File: src/rtl/mem_stage_sb_pkg.sv
// rtl/mem_stage_sb_pkg.sv - shared length codes, FSM states and store-buffer entry type
package mem_stage_sb_pkg;

  localparam logic [2:0] LEN_B = 3'd1;
  localparam logic [2:0] LEN_H = 3'd2;
  localparam logic [2:0] LEN_W = 3'd4;

  localparam int SB_ADDR_W = 32;

  typedef enum logic [1:0] {
    S_IDLE  = 2'd0,
    S_LOAD  = 2'd1,
    S_DRAIN = 2'd2
  } mem_state_t;

  typedef struct packed {
    logic [SB_ADDR_W-1:0] addr;
    logic [31:0]          data;
    logic [2:0]           len;
  } sb_entry_t;

  // Low 8*len bits of a buffered store, extended the way a load of that width expects.
  function automatic logic [31:0] fwd_extend(input logic [31:0] d, input logic [2:0] len,
                                             input logic sgn);
    case (len)
      LEN_B:   return {{24{sgn & d[7]}}, d[7:0]};
      LEN_H:   return {{16{sgn & d[15]}}, d[15:0]};
      default: return d;
    endcase
  endfunction

endpackage

File: src/rtl/mem_store_buf.sv
// rtl/mem_store_buf.sv - circular store FIFO with parallel word-address match (young_entry under MEM_STORE_FWD_EN)
module mem_store_buf
  import mem_stage_sb_pkg::*;
#(
  parameter int DEPTH = 4
) (
  input  logic                 clk,
  input  logic                 rst,
  input  logic                 push,
  input  logic                 pop,
  input  sb_entry_t            push_entry,
  input  logic [SB_ADDR_W-3:0] query_word,
  output sb_entry_t            head_entry,
  output logic                 full,
  output logic                 empty,
  output logic                 match
`ifdef MEM_STORE_FWD_EN
  ,
  output sb_entry_t            young_entry
`endif
);

  localparam int PTR_W = $clog2(DEPTH);
  localparam int CNT_W = $clog2(DEPTH + 1);

  sb_entry_t        mem [DEPTH];
  logic [PTR_W-1:0] head;
  logic [PTR_W-1:0] tail;
  logic [CNT_W-1:0] count;
  logic [PTR_W-1:0] idx;

  assign head_entry = mem[head];
  assign full       = (count == CNT_W'(DEPTH));
  assign empty      = (count == '0);

  always_ff @(posedge clk) begin
    if (push) mem[tail] <= push_entry;
  end

  // Push on a full buffer is only issued together with a pop, so count never overflows.
  always_ff @(posedge clk) begin
    if (rst) begin
      head  <= '0;
      tail  <= '0;
      count <= '0;
    end else begin
      if (push) tail <= tail + 1'b1;
      if (pop)  head <= head + 1'b1;
      if (push && !pop)      count <= count + 1'b1;
      else if (pop && !push) count <= count - 1'b1;
    end
  end

  // Walk oldest to youngest so the last hit left standing is the youngest match.
  always_comb begin
    match = 1'b0;
    idx   = '0;
`ifdef MEM_STORE_FWD_EN
    young_entry = '0;
`endif
    for (int i = 0; i < DEPTH; i++) begin
      idx = head + PTR_W'(i);
      if ((CNT_W'(i) < count) && (mem[idx].addr[SB_ADDR_W-1:2] == query_word)) begin
        match = 1'b1;
`ifdef MEM_STORE_FWD_EN
        young_entry = mem[idx];
`endif
      end
    end
  end

endmodule

File: src/rtl/mem_stage_sb.sv
// rtl/mem_stage_sb.sv - MEM stage with store buffer; MEM_STORE_FWD_EN enables store-to-load forwarding
module mem_stage_sb
  import mem_stage_sb_pkg::*;
#(
  parameter int SB_DEPTH = 4,
  parameter int ADDR_W   = 32,
  parameter int DATA_W   = 32
) (
  input  logic              clk,
  input  logic              rst,
  input  logic              rdy,
  input  logic [4:0]        wd_i,
  input  logic              wreg_i,
  input  logic [DATA_W-1:0] wdata_i,
  output logic [4:0]        wd_o,
  output logic              wreg_o,
  output logic [DATA_W-1:0] wdata_o,
  input  logic              load,
  input  logic              store,
  input  logic [ADDR_W-1:0] addr,
  input  logic [DATA_W-1:0] data,
  input  logic [2:0]        length,
  input  logic              signed_,
  input  logic              ram_ready,
  input  logic [DATA_W-1:0] ram_data_i,
  output logic [ADDR_W-1:0] ram_addr,
  output logic [DATA_W-1:0] ram_data_o,
  output logic [2:0]        ram_length,
  output logic              ram_signed,
  output logic              ram_read,
  output logic              ram_write,
  output logic              stall_mem
);

  mem_state_t           state;
  logic [ADDR_W-1:0]    addr_q;
  logic [DATA_W-1:0]    data_q;
  logic [2:0]           len_q;
  logic                 sgn_q;
  logic                 rd_q;
  logic                 wr_q;

  sb_entry_t            push_entry;
  sb_entry_t            head_entry;
  logic [SB_ADDR_W-1:0] addr_ext;
  logic                 full, empty, match;
  logic                 ld, st, push, pop, done_load, blocked, fwd_hit;
  logic [DATA_W-1:0]    fwd_data;

  assign addr_ext   = SB_ADDR_W'(addr);
  assign push_entry = '{addr: addr_ext, data: data, len: length};

  // Load wins over a simultaneous store; nothing moves while rdy is low.
  assign ld        = load & rdy;
  assign st        = store & ~load & rdy;
  assign pop       = rdy & (state == S_DRAIN) & ram_ready;
  assign push      = st & (~full | pop);
  assign done_load = rdy & (state == S_LOAD) & ram_ready;

`ifdef MEM_STORE_FWD_EN
  sb_entry_t young_entry;
  assign fwd_hit  = ld & (state != S_LOAD) & match & (young_entry.addr == addr_ext) &
                    (young_entry.len >= length);
  assign fwd_data = fwd_extend(young_entry.data, length, signed_);
`else
  assign fwd_hit  = 1'b0;
  assign fwd_data = '0;
`endif

  assign blocked = match & ~fwd_hit;

  mem_store_buf #(.DEPTH(SB_DEPTH)) u_buf (
    .clk        (clk),
    .rst        (rst),
    .push       (push),
    .pop        (pop),
    .push_entry (push_entry),
    .query_word (addr_ext[SB_ADDR_W-1:2]),
    .head_entry (head_entry),
    .full       (full),
    .empty      (empty),
    .match      (match)
`ifdef MEM_STORE_FWD_EN
    ,
    .young_entry(young_entry)
`endif
  );

  always_ff @(posedge clk) begin
    if (rst) begin
      state  <= S_IDLE;
      addr_q <= '0;
      data_q <= '0;
      len_q  <= '0;
      sgn_q  <= 1'b0;
      rd_q   <= 1'b0;
      wr_q   <= 1'b0;
    end else if (rdy) begin
      case (state)
        S_IDLE: begin
          if (ld && !blocked && !fwd_hit) begin
            state  <= S_LOAD;
            addr_q <= addr;
            len_q  <= length;
            sgn_q  <= signed_;
            rd_q   <= 1'b1;
          end else if ((!ld || blocked) && !empty) begin
            state  <= S_DRAIN;
            addr_q <= ADDR_W'(head_entry.addr);
            data_q <= head_entry.data;
            len_q  <= head_entry.len;
            sgn_q  <= 1'b0;
            wr_q   <= 1'b1;
          end
        end
        S_LOAD: begin
          if (ram_ready) begin
            state <= S_IDLE;
            rd_q  <= 1'b0;
          end
        end
        S_DRAIN: begin
          if (ram_ready) begin
            state <= S_IDLE;
            wr_q  <= 1'b0;
          end
        end
        default: state <= S_IDLE;
      endcase
    end
  end

  assign ram_addr   = rst ? '0 : addr_q;
  assign ram_data_o = rst ? '0 : data_q;
  assign ram_length = rst ? '0 : len_q;
  assign ram_signed = rst ? 1'b0 : sgn_q;
  assign ram_read   = rst ? 1'b0 : rd_q;
  assign ram_write  = rst ? 1'b0 : wr_q;

  always_comb begin
    wd_o      = '0;
    wreg_o    = 1'b0;
    wdata_o   = '0;
    stall_mem = 1'b0;
    if (!rst) begin
      wd_o    = wd_i;
      wreg_o  = wreg_i;
      wdata_o = wdata_i;
      if (load) begin
        wdata_o   = fwd_hit ? fwd_data : ram_data_i;
        stall_mem = ~(done_load | fwd_hit);
      end else if (store) begin
        stall_mem = ~(rdy & (~full | pop));
      end
    end
  end

endmodule

File: config.mk
export PLATFORM = sky130hd
export DESIGN_NAME = mem_stage_sb
export DESIGN_NICKNAME = d
export VERILOG_FILES = /design/src/rtl/mem_stage_sb_pkg.sv /design/src/rtl/mem_store_buf.sv /design/src/rtl/mem_stage_sb.sv
export SDC_FILE = /design/constraint.sdc
export NUM_CORES = 1
export LEC_CHECK = 0
export BUFFER_PORTS_ARGS = -buffer_cell sky130_fd_sc_hd__buf_2
export CAP_MARGIN = 5
export CORE_MARGIN = 5
export CORE_UTILIZATION = 58
export DETAILED_ROUTE_END_ITERATION = 7
export PLACE_DENSITY = 0.78
export SYNTH_ARGS = -nofsm -noshare
export SYNTH_HDL_FRONTEND = slang
export SYNTH_SLANG_ARGS = --single-unit
File: constraint.sdc
create_clock -name clk -period 9.3 [get_ports clk]
set_input_delay 1.86 -clock clk [delete_from_list [all_inputs] [get_ports clk]]
set_output_delay 1.86 -clock clk [all_outputs]
set_load 0.1 [all_outputs]
* Word level (Yosys, flattened, before mapping) *
Memories as Yosys holds them, arrays and structs flattened. A register that Yosys moved wholly into a read port is not among the register bits.
Cells that the tools add are included.
W data, S select, Z words.

operators by class
  order comparisons = 4
  reduce and logical (&&, ||, !) cells = 26
  muxes and demuxes = 39
  bitwise operators = 15
  add/sub/neg operators = 6
  equality and inequality tests = 14

operators with widths
  cell                   number
  $mux W32               6
  $eq A30 B30 Y1         4
  $mux W1                19
  $mux W3                5
  $mux W2                5
  $ne A2 B2 Y1 const B   5
  $and A1 B1 Y1          9
  $logic_and A1 B1 Y1    8
  $reduce_and A4 Y1      2
  $reduce_bool A2 Y1     4
  $lt A1 B3 Y1 const A   2
  $lt A2 B3 Y1 const A   2
  $reduce_and A3 Y1      2
  $logic_not A1 Y1       5
  $mux W5                1
  $not A1 Y1             5
  $reduce_and A5 Y1      1
  $add A2 B1 Y2 const B  2
  $add A2 B2 Y2 const B  2
  $pmux W1 S2            2
  $pmux W2 S2            1
  $add A3 B1 Y3 const B  1
  $eq A3 B3 Y1 const B   1
  $logic_not A3 Y1       1
  9 further kinds        9

word-level totals
  memories = 1
  word-level logic and storage cells = 115
  bits in writable memories = 268
  register bits after elaboration = 79
  input port bits = 144
  output and inout port bits = 109

memory list
  name       words  width  rd ports  clocked after Yosys merged registers in  write ports  line                 text
  u_buf.mem  4      67     4         1                                        1            mem_store_buf.sv:26  sb_entry_t mem [DEPTH];

* Depth between registers and ports, before layout *
Gate-level depths: netlist (run 1).
An unclocked memory read counts as a cell.

  word-level depth = 12
  gate-level depth with buffers = 15
  gate-level depth less buffers = 11

* Hierarchy *
Synthesis (run 1) repeated with hierarchy kept, for this count alone.

unflattened totals
  cells, all modules = 1364
  area, all modules = 18546.5 sq um

modules (own cells, without submodules)
  module         cells each  area each (sq um)  times used
  mem_store_buf  864         14138.6            1
  mem_stage_sb   500         4408.0             1

* Worst setup path after synthesis (run 1) *
Ideal clock, no wire load.

  path type = input to output
  from = input port load
  to = output port wdata_o[10]
  data required time = 7.440 ns
  slack = 3.427 ns
  cell stages on the path = 4
  buffers on the path = 2
  arrival = 4.013 ns
  cells stage by stage = clkbuf_1 -> buf_1 -> mux2i_1 -> nor2_1

on the way
  word-level cells in the longest chain between the ends = 2

ends and longest elaborated chain
  what             line                 text
  start, declared  mem_stage_sb.sv:18   input logic load,
  $mux W32         mem_stage_sb.sv:149  if (load) begin
  $mux W32         mem_stage_sb.sv:145  if (!rst) begin
  end, declared    mem_stage_sb.sv:17   output logic [DATA_W-1:0] wdata_o,

No other way between the ends.

* Final worst setup path (run 1) *
  from = input port rst
  to = output port ram_data_o[15]

on the way
  word-level cells in the longest chain between the ends = 1

ends and longest elaborated chain
  what             line                 text
  start, declared  mem_stage_sb.sv:10   input logic rst,
  $mux W32         mem_stage_sb.sv:134  assign ram_data_o = rst ? '0 : data_q;
  end, declared    mem_stage_sb.sv:27   output logic [DATA_W-1:0] ram_data_o,

No other way between the ends.

==> impl_metrics.csv, run 1 <==
group,metric,value,unit
setup_path,endpoint,"ram_data_o[15]",
placed_design,place_ws,3.657,ns
pwr,finalPower,0.003773,W
timing,fin_crit,5.649,ns
drt,wl_per_cell,24.61,µm
floorplanning,die_area,34950,µm²
timing,slew_viol_final,0,
drt,drtPass1Iterations,6,
clocking,cts_root_buf,"clkbuf_16",
finish,layout_commonest_cell,"edfxtp_1",
logic_synthesis,syn_nets,1534,
logic_synthesis,synth_fa_ha_area_share,0.7579,%
logic_synthesis,synth_compound_area_share,6.188,%
setup_path,slowest_stage,"buf_4",
placed_design,dp_hpwl,32540,µm
pwr,swShare,27.69,%
logic_synthesis,synth_cells,1379,
floorplanning,core_area,30750,µm²
logic_synthesis,synth_edf_count,268,
drt,drc_errors,0,
finish,layout-drive-gt1-share,28.37,%
pwr,leakage,7.314,nW
setup_path,crit_path_end_kind,"output port",
pwr,p_seq_share,46.3,%
clocking,clk_path_buf_depth,3,
floorplanning,initial_utilization,59.05,%
drt,finalWirelength,48890,µm
clocking,cts_setup_buffers,0,
timing,finalSetupViolations,0,
grt,grt_usage,27.50,%
grt,grt_max_degree,126,
pwr,p_comb_share,15.8,%
timing,hold_slack,0.4848,ns
pwr,clockPowerShare,37.9,%
setup_path,crit_start,"rst",
finish,nets,1717,
logic_synthesis,synth_xor_area_share,5.691,%
setup_path,worstPathRequired,7.44,ns
logic_synthesis,netlist_area,18160,µm²
logic_synthesis,synth-seq-cells,349,
logic_synthesis,synth.top_cell.area_share,44.32,%
setup_path,slowest_delay,0.72,ns
drt,viasPerCell,6.378,
setup_path,path_class,"input port to output port",
floorplanning,die_h,186.9,µm
clocking,cts_tree,"built",
logic_synthesis,synthMuxAreaShare,20.30,%
logic_synthesis,synth_top_cell_by_area,"edfxtp_1",
timing,tightest_slew,1.089,ns
outcome,status,"finished clean",
finish,area_delta_synth_final,13.73,%
finish,fillers,2215,
timing,hold_viol_final,0,
grt,grt_pass1_wl,75530,µm
pwr,p_int,0.002728,W
logic_synthesis,synth_top_family_by_area,"multiplexers",
setup_path,reg2reg_setup_slack,3.69,ns
timing,fmax,0.1770,GHz
timing,setup_slack,3.651,ns
logic_synthesis,synthDistinctLibCells,57,
logic_synthesis,async_reset_ff_share,0,%
setup_path,path_max_fanout,125,
setup_path,arrival,3.79,ns
floorplanning,boundaryPins,253,
placed_design,port-buffer-count,252,
timing,setup_tns,0,ns
pwr,power_density,182.7,nW/µm²
timing,rsz0062_at_grt,"false",
clocking,clock_latency,0.53,ns
timing,relSlewSlack,25.52,%
setup_path,reg2reg_depth,11,
pwr,ir_drop,147.1,µV
setup_path,cp-start-kind,"input port",
floorplanning,rows,64,
setup_path,reg2reg_from,"u_buf.head[1]",
clocking,clk_pin_slew,0.06,ns
logic_synthesis,synth_flop_cell,"edfxtp_1",
setup_path,cp_cell_sequence,"buf_6 > buf_4 > nor2b_1 > buf_2",
logic_synthesis,synthSimpleGateAreaFrac,9.488,%
grt,grt_pass1_vias,12473,
pwr,p_switching,0.001045,W
timing,skew,0.01801,ns
hold_path,hp-class,"register to register",
finish,mostFrequentLayoutCells,"268 x edfxtp_1, 251 x buf_2, 116 x mux4_2",
grt,antenna_found_initial,7,
placed_design,place_congestion,0.9478,
hold_path,hold_depth,2,
clocking,cts.sinks,349,
drt,drt_iter0_drc,1234,
drt,detail-route-antenna-nets,0,
logic_synthesis,synth_seq_area_share,53.25,%
grt,grt_overflow,0,
logic_synthesis,ys_warn_count,0,
floorplanning,fp.dieW,186.9,µm
drt,vias,12673,
run,cap_viol_max_count,0,
clocking,ctsResizeCount,0,
clocking,cts_made_buffers,36,
logic_synthesis,synth.area.top_cells,"edfxtp_1 44%, mux4_2 14%, dfxtp_1 8.9%, mux2i_1 5.8%, xor2_1 3.0%",
logic_synthesis,syn_avg_cell_area,13.17,µm²
clocking,ctsHtreeMaxLevel,2,
setup_path,r2r_end,"addr_q[28]",
clocking,cts_hold_buffers,0,
timing,period_share,60.74,%
-- worst min path at each step --
stage	start	slack [ns]	end
floorplan	sgn_q	0.45	sgn_q
global placement	addr_q[17]	0.48	addr_q[17]
detailed placement	addr_q[17]	0.48	addr_q[17]
CTS	addr_q[17]	0.49	addr_q[17]
global route	addr_q[17]	0.52	addr_q[17]
finish	addr_q[17]	0.48	addr_q[17]
-- critical path: cells and delay by family --
kind / cells / cell delay (ns)
buffers and inverters: 3 / 1.69
and+or+nand+nor: 1 / 0.19
-- cells in the mapped netlist (2+ instances only) --
library cell and count:
nor2b_1 40, o22ai_1 5, nor4_1 39, a2111oi_0 4
and3_1 2, a221oi_1 4, ha_1 11, a31oi_1 3
buf_4 15, mux2i_1 105, nor3_1 62, o21ai_1 37
mux4_2 116, xor2_1 62, inv_1 49, a21o_1 34
a2bb2oi_1 3, a311oi_1 3, clkbuf_1 65, buf_1 14
nand3_1 9, edfxtp_1 268, dfxtp_1 81, buf_2 22
nand4_1 21, o2111ai_1 3, o22a_1 4, nand2_1 20
a21oi_1 10, xnor2_1 56, a211oi_1 10, nor2_1 91
o21ai_0 38, mux2_2 2, and2_1 5, nand2b_1 39
buf_6 7
-- stage by stage --
step | area (µm²) | utilization (%) | std cells
after floorplan | 18160 | - | 1379
after global placement | 19480 | 63.35 | 1920
after detailed placement | 19480 | 63.35 | 1920
after CTS | 20640 | 67.12 | 1982
after global routing | 20650 | 67.15 | 1986
final | 20650 | 67.16 | 1987
-- power groups by stage --
stage / Clock, W / Combinational (W) / Sequential [W]
6_report: 0.00143 / 0.000595 / 0.00175
5_1_grt: 0.00152 / 0.000630 / 0.00175
4_1_cts: 0.00145 / 0.000595 / 0.00175
3_5_place_dp: 0 / 0.000591 / 0.00178
3_3_place_gp: 0 / 0.000584 / 0.00178
2_1_floorplan: 0 / 0.000453 / 0.00177
-- layout make-up --
cell class | instances | area [µm²] | share of cell area [%]
antenna | 5 | 12.51 | 0.06059
inverter | 50 | 187.7 | 0.9088
clock inverter | 18 | 198.9 | 0.9633
multi-input combinational | 857 | 7726 | 37.41
clock buffer | 44 | 960.9 | 4.653
sequential | 349 | 9682 | 46.88
tap | 396 | 495.5 | 2.399
timing repair buffer | 268 | 1388 | 6.719
-- routing by layer --
metal | track usage [%] | wire, µm | vias to the layer above
li1 | - | - | 5571
met1 | 35.86 | 18360 | 6233
met2 | 44.72 | 23500 | 745
met3 | 7.969 | 5178 | 118
met4 | 9.414 | 1808 | 6
met5 | 0 | 37 | -
-- flip-flops by register name (all words and copies together), names as in the netlist, named ones only --
register / count
addr_q: 32
data_q: 32
len_q: 3
rd_q: 1
sgn_q: 1
state: 2
u_buf.count: 3
u_buf.head: 2
u_buf.mem: 268
u_buf.tail: 2
wr_q: 1
-- cells by family after synthesis --
family	after synthesis
flip-flops	349
AO/OA/AOI/OAI	172
XOR/XNOR	118
multiplexers	223
buffers and inverters	173
adder cells (fa/ha/maj)	11
AND/OR/NAND/NOR	333
No activity file was read; power rests on OpenSTA's default activity.
==> run 2: changes to the inputs <==
==> constraint.sdc (replaced) <==
create_clock -name clk -period 5.4 [get_ports clk]
set_input_delay 1.08 -clock clk [delete_from_list [all_inputs] [get_ports clk]]
set_output_delay 1.08 -clock clk [all_outputs]
set_load 0.1 [all_outputs]
==> impl_metrics.csv, run 2 (synthesis results as in run 1) <==
group,metric,value,unit
placed_design,place_congestion,0.9696,
setup_path,reg2reg_depth,10,
timing,relSlewSlack,26.47,%
timing,tightest_slew,1.099,ns
setup_path,path_class,"register to register",
setup_path,crit_top_cell,"buf_4",
finish,stdcell_area,20920,µm²
timing,fmax,0.2320,GHz
finish,area_delta_synth_final,15.21,%
timing,slew_viol_final,0,
floorplanning,rows,64,
timing,setup_tns,0,ns
setup_path,crit_path_end_kind,"register",
pwr,power_density,317.4,nW/µm²
clocking,cts_root_buf,"clkbuf_16",
clocking,clock_latency,0.54,ns
grt,grt_max_degree,115,
drt,detail-route-antenna-nets,0,
clocking,clk_path_buf_depth,3,
placed_design,dp.cells,1932,
drt,vias,12798,
floorplanning,core_area,30750,µm²
finish,mostFrequentLayoutCells,"268 x edfxtp_1, 251 x buf_2, 116 x mux4_2",
setup_path,cp_cell_sequence,"buf_4 > mux4_2 > xor2_1 > nor4_1 > o21ai_0 > o311ai_4 > nor2_4 > buf_4 > a211oi_1 > o32ai_1",
finish,largest_reg_flops,268,
clocking,cts_tree,"built",
drt,drc_errors,0,
drt,drt_iter0_drc,1305,
hold_path,min_from,"addr_q[17]",
finish,layout_commonest_cell,"edfxtp_1",
setup_path,cp_num_buf_inv,2,
grt,globalRouteMet3Util,6.290,%
clocking,clk_pin_slew,0.06,ns
hold_path,hold_depth,2,
finish,fin_cells,2000,
finish,nets,1730,
drt,viasPerCell,6.399,
setup_path,slowest_stage,"dfxtp_2",
setup_path,reg2reg_from,"u_buf.head[1]",
floorplanning,die_h,186.9,µm
clocking,ctsHtreeMaxLevel,2,
timing,fin_crit,4.310,ns
setup_path,crit_family,"compound AO/OA/AOI/OAI gates",
grt,met1_usage,37.24,%
clocking,cts.sinks,349,
setup_path,r2r_end,"wr_q",
finish,utilization,68.03,%
timing,skew,0.02048,ns
clocking,ctsResizeCount,0,
outcome,status,"finished clean",
setup_path,worstPathRequired,5.79,ns
timing,rsz0062_at_grt,"false",
floorplanning,initial_utilization,59.05,%
grt,gr-usage-met2,46.10,%
setup_path,arrival,4.70,ns
floorplanning,fp.dieW,186.9,µm
setup_path,reg2reg_setup_slack,1.09,ns
grt,grt_pass1_vias,12641,
run,cap_viol_max_count,0,
setup_path,cp-start-kind,"register",
drt,finalWirelength,49410,µm
timing,finalSetupViolations,0,
finish,top_regs,"u_buf.mem (268), addr_q (32), data_q (32)",
drt,wl_per_cell,24.71,µm
hold_path,hp-class,"register to register",
drt,drtPass1Iterations,5,
pwr,leakage,7.459,nW
grt,grt_usage,27.60,%
pwr,ir_drop,265.0,µV
placed_design,dp_hpwl,33430,µm
placed_design,port-buffer-count,252,
floorplanning,boundaryPins,253,
grt,antenna_found_initial,1,
finish,largest-register,"u_buf.mem",
finish,layout-drive-gt1-share,29.20,%
grt,grt.busiest_layer,"met2",
clocking,cts_made_buffers,37,
placed_design,placed_area,19660,µm²
clocking,cts_hold_buffers,0,
grt,grt_overflow,0,
timing,period_share,79.81,%
floorplanning,die_area,34950,µm²
hold_path,min_to,"addr_q[17]",
setup_path,path_max_fanout,32,
timing,hold_slack,0.4962,ns
clocking,cts_setup_buffers,0,
grt,grt_pass1_wl,75900,µm
setup_path,slowest_delay,0.72,ns
timing,hold_viol_final,0,
-- run 2: cell types whose count changed in the layout (fill, tap and decap cells not counted) --
cell        delta
buf_12         +7
buf_4          +5
diode_2        -4
clkbuf_8       +3
clkbuf_16      +2
clkinv_2       +2
clkbuf_1       -1
clkinvlp_4     -1
inv_16         +1
inv_6          -1
-- run 2: worst min-delay path, stage by stage, from the launching register on --
cell	delay, ns
dfxtp_1	0.30
inv_1	0.07
a221oi_1	0.07
-- run 2: per-stage QoR --
stage,worst slack (ns),total power (W)
2_1_floorplan,1.087,0.003829
3_3_place_gp,1.213,0.004076
3_5_place_dp,1.176,0.004094
4_1_cts,1.166,0.006678
5_1_grt,0.9148,0.006861
6_report,1.090,0.006640
-- run 2: how the worst max path moves through the flow --
| stage | slack [ns] | cells past startpoint | startpoint | endpoint |
|---|---|---|---|---|
| after floorplan | 1.09 | 4 | load | wdata_o[10] |
| after global placement | 1.21 | 10 | u_buf.head[1] | wr_q |
| after detailed placement | 1.18 | 10 | u_buf.head[1] | wr_q |
| after CTS | 1.17 | 10 | u_buf.head[1] | wr_q |
| after global routing | 0.91 | 10 | u_buf.head[1] | addr_q[17] |
| final | 1.09 | 10 | u_buf.head[1] | wr_q |
-- run 2: per-layer routing --
layer	share of wire [%]	up-vias	routed length [µm]
met5	0	-	0
met4	2.5	0	1224
met3	10	94	4974
met2	49	791	24160
met1	39	6305	19050
li1	-	5608	-
-- run 2: power by group --
group	leakage [nW]	internal, W	switching, W	total, W
clock	0.624	0.00157	0.00102	0.00259
sequential	3.09	0.00297	0.0000370	0.00301
combinational	3.75	0.000282	0.000762	0.00104
total	7.46	0.00482	0.00182	0.00664
-- run 2: final cells by class --
class,instances,area (µm²)
antenna,1,2.502
clock buffer,48,1049
clock inverter,19,212.7
fill,2149,9829
inverter,50,187.7
multi-input combinational,857,7726
sequential,349,9682
tap,396,495.5
timing repair buffer,280,1565
==> run 3: changes to the inputs <==
--- a/config.mk
+++ b/config.mk
@@ -5,6 +5,7 @@
 export SDC_FILE = /design/constraint.sdc
 export NUM_CORES = 1
 export LEC_CHECK = 0
+export ABC_AREA = 1
 export BUFFER_PORTS_ARGS = -buffer_cell sky130_fd_sc_hd__buf_2
 export CAP_MARGIN = 5
 export CORE_MARGIN = 5
==> constraint.sdc (replaced) <==
create_clock -name clk -period 4.5 [get_ports clk]
set_input_delay 0.9 -clock clk [delete_from_list [all_inputs] [get_ports clk]]
set_output_delay 0.9 -clock clk [all_outputs]
set_load 0.1 [all_outputs]
==> impl_metrics.csv, run 3 <==
group,metric,value,unit
setup_path,slowest_delay,0.69,ns
grt,grt_overflow,0,
clocking,clk_pin_slew,0.05,ns
logic_synthesis,synth_seq_area_share,49.13,%
clocking,clk_path_buf_depth,3,
pwr,ir_drop,381.8,µV
drt,viasPerCell,5.504,
timing,fin_crit,3.766,ns
timing,hold_slack,0.4853,ns
finish,antennaDiodeCount,0,
grt,grt_pass1_wl,93610,µm
clocking,cts.sinks,349,
pwr,p_seq_share,44.6,%
drt,drtPass1Iterations,8,
timing,fmax,0.2656,GHz
logic_synthesis,synth_flop_cell,"edfxtp_1",
setup_path,path_max_fanout,34,
clocking,cts_root_buf,"clkbuf_16",
logic_synthesis,syn_nets,2899,
placed_design,port-buffer-count,252,
setup_path,cp_num_buf_inv,4,
logic_synthesis,async_reset_ff_share,0,%
timing,setup_tns,0,ns
drt,finalWirelength,59910,µm
logic_synthesis,synth-seq-cells,349,
floorplanning,core_area,33530,µm²
clocking,cts_made_buffers,38,
logic_synthesis,synth_cells,2744,
pwr,finalPower,0.008120,W
placed_design,place_ws,0.6881,ns
floorplanning,rows,67,
grt,grt_usage,30.59,%
logic_synthesis,netlist_area,19680,µm²
clocking,cts_setup_buffers,0,
logic_synthesis,netlist_top_cells_count,"1075 x nand2_1, 414 x nor2_1, 268 x edfxtp_1, 215 x inv_1, 197 x o21ai_0",
setup_path,slowest_stage,"clkinv_1",
clocking,clock_latency,0.55,ns
clocking,cts_hold_buffers,0,
drt,drt_iter0_drc,1723,
placed_design,place_congestion,1.010,
timing,rsz0062_at_grt,"false",
floorplanning,die_h,194.2,µm
logic_synthesis,synth.top_cell.area_share,40.89,%
setup_path,worstPathRequired,3.60,ns
timing,tightest_slew,0.9072,ns
pwr,clockPowerShare,37.1,%
finish,layout-drive-gt1-share,12.26,%
logic_synthesis,synth_top_cell_by_area,"edfxtp_1",
pwr,power_density,360.3,nW/µm²
floorplanning,die_area,37720,µm²
logic_synthesis,synth.area.top_cells,"edfxtp_1 41%, nand2_1 21%, dfxtp_1 8.2%, nor2_1 7.9%, o21ai_0 5.0%",
pwr,p_comb_share,18.4,%
timing,slew_viol_final,0,
pwr,p_int,0.005681,W
finish,utilization,67.22,%
grt,grt_max_degree,152,
floorplanning,fp.dieW,194.2,µm
logic_synthesis,ys_warn_count,0,
finish,mostFrequentLayoutCells,"1075 x nand2_1, 410 x nor2_1, 268 x edfxtp_1",
outcome,status,"finished clean",
setup_path,arrival,2.87,ns
logic_synthesis,syn_avg_cell_area,7.172,µm²
drt,drc_errors,0,
timing,hold_viol_final,0,
pwr,leakage,10.70,nW
pwr,p_switching,0.002439,W
clocking,ctsHtreeMaxLevel,2,
setup_path,crit_path_end_kind,"output port",
drt,wl_per_cell,17.58,µm
finish,nets,3087,
run,cap_viol_max_count,0,
floorplanning,initial_utilization,58.69,%
hold_path,hp-class,"register to register",
logic_synthesis,synthDistinctLibCells,28,
drt,detail-route-antenna-nets,0,
setup_path,crit_family,"buffers and inverters",
setup_path,cp-start-kind,"input port",
finish,largest-register,"u_buf.mem",
floorplanning,boundaryPins,253,
logic_synthesis,yosysMostFrequentCell,"nand2_1",
setup_path,path_class,"input port to output port",
timing,finalSetupViolations,0,
finish,area_delta_synth_final,14.53,%
clocking,cts_tree,"built",
timing,period_share,83.68,%
timing,skew,0.02046,ns
placed_design,dp_hpwl,40080,µm
grt,grt_pass1_vias,17677,
timing,setup_slack,0.7342,ns
finish,layout_commonest_cell,"nand2_1",
logic_synthesis,synth_edf_count,268,
setup_path,cp_cell_sequence,"buf_2 > clkinv_1 > buf_4 > nor2_1 > nor2_1 > buf_2",
finish,largest_reg_flops,268,
finish,top_regs,"u_buf.mem (268), addr_q (32), data_q (32)",
grt,antenna_found_initial,4,
timing,relSlewSlack,39.52,%
clocking,ctsResizeCount,0,
pwr,swShare,30.04,%
drt,vias,18758,
## run 3: cells by family (layout without fill, tap and decap cells)
kind of cell | count (synthesis) | count (layout) | share of synthesized area (%)
buffers and inverters | 359 | 575 | 7.686
adder cells (fa/ha/maj) | 11 | 11 | 0.6993
XOR/XNOR | 13 | 13 | 0.5786
AND/OR/NAND/NOR | 1715 | 1715 | 34.32
flip-flops | 349 | 349 | 49.13
AO/OA/AOI/OAI | 297 | 297 | 7.585
## run 3: routing by layer
metal	GRT usage, %	share of wire [%]	vias up
li1	-	-	9107
met1	40.18	40	8590
met2	50.47	47	877
met3	4.448	8.0	176
met4	14.06	4.9	8
met5	0	0.070	-
## run 3: per-stage QoR
stage               std cells  instance area [µm²]
CTS                      3408                22540
floorplan                2744                19680
global route             3408                22540
finish                   3408                22540
global placement         3340                21330
detailed placement       3340                21330
## run 3: worst paths after layout
| path | start | endpoint | slack [ns] | depth (start not counted) |
|---|---|---|---|---|
| max | load | wdata_o[26] | 0.73 | 6 |
| min | state[1] | state[1] | 0.49 | 2 |
| max reg2reg | u_buf.head[0] | data_q[7] | 0.74 | 18 |
| min reg2reg | state[1] | state[1] | 0.49 | 2 |
## run 3: area by class of cell
class	count	area (µm²)
flip-flops and latches	349	9678
inverters	220	829.5
well taps	448	560.5
clock buffers	54	1092
multi-input cells	2036	8528
repair buffers	287	1737
fillers	2910	10990
clock inverters	14	113.9
## run 3: worst register-to-register path, delay by kind of cell, from the launching register on
kind | cells | cell delay (ns)
simple gates | 14 | 1.76
buf+inv | 3 | 1.25
flops | 1 | 0.48
compound gates | 1 | 0.20
## run 3: power by group through the flow
stage	registers [W]	clock network, W	logic, W
3_5_place_dp	0.00368	0	0.00147
4_1_cts	0.00362	0.00304	0.00148
5_1_grt	0.00363	0.00319	0.00162
2_1_floorplan	0.00367	0	0.00108
3_3_place_gp	0.00368	0	0.00145
6_report	0.00362	0.00301	0.00149
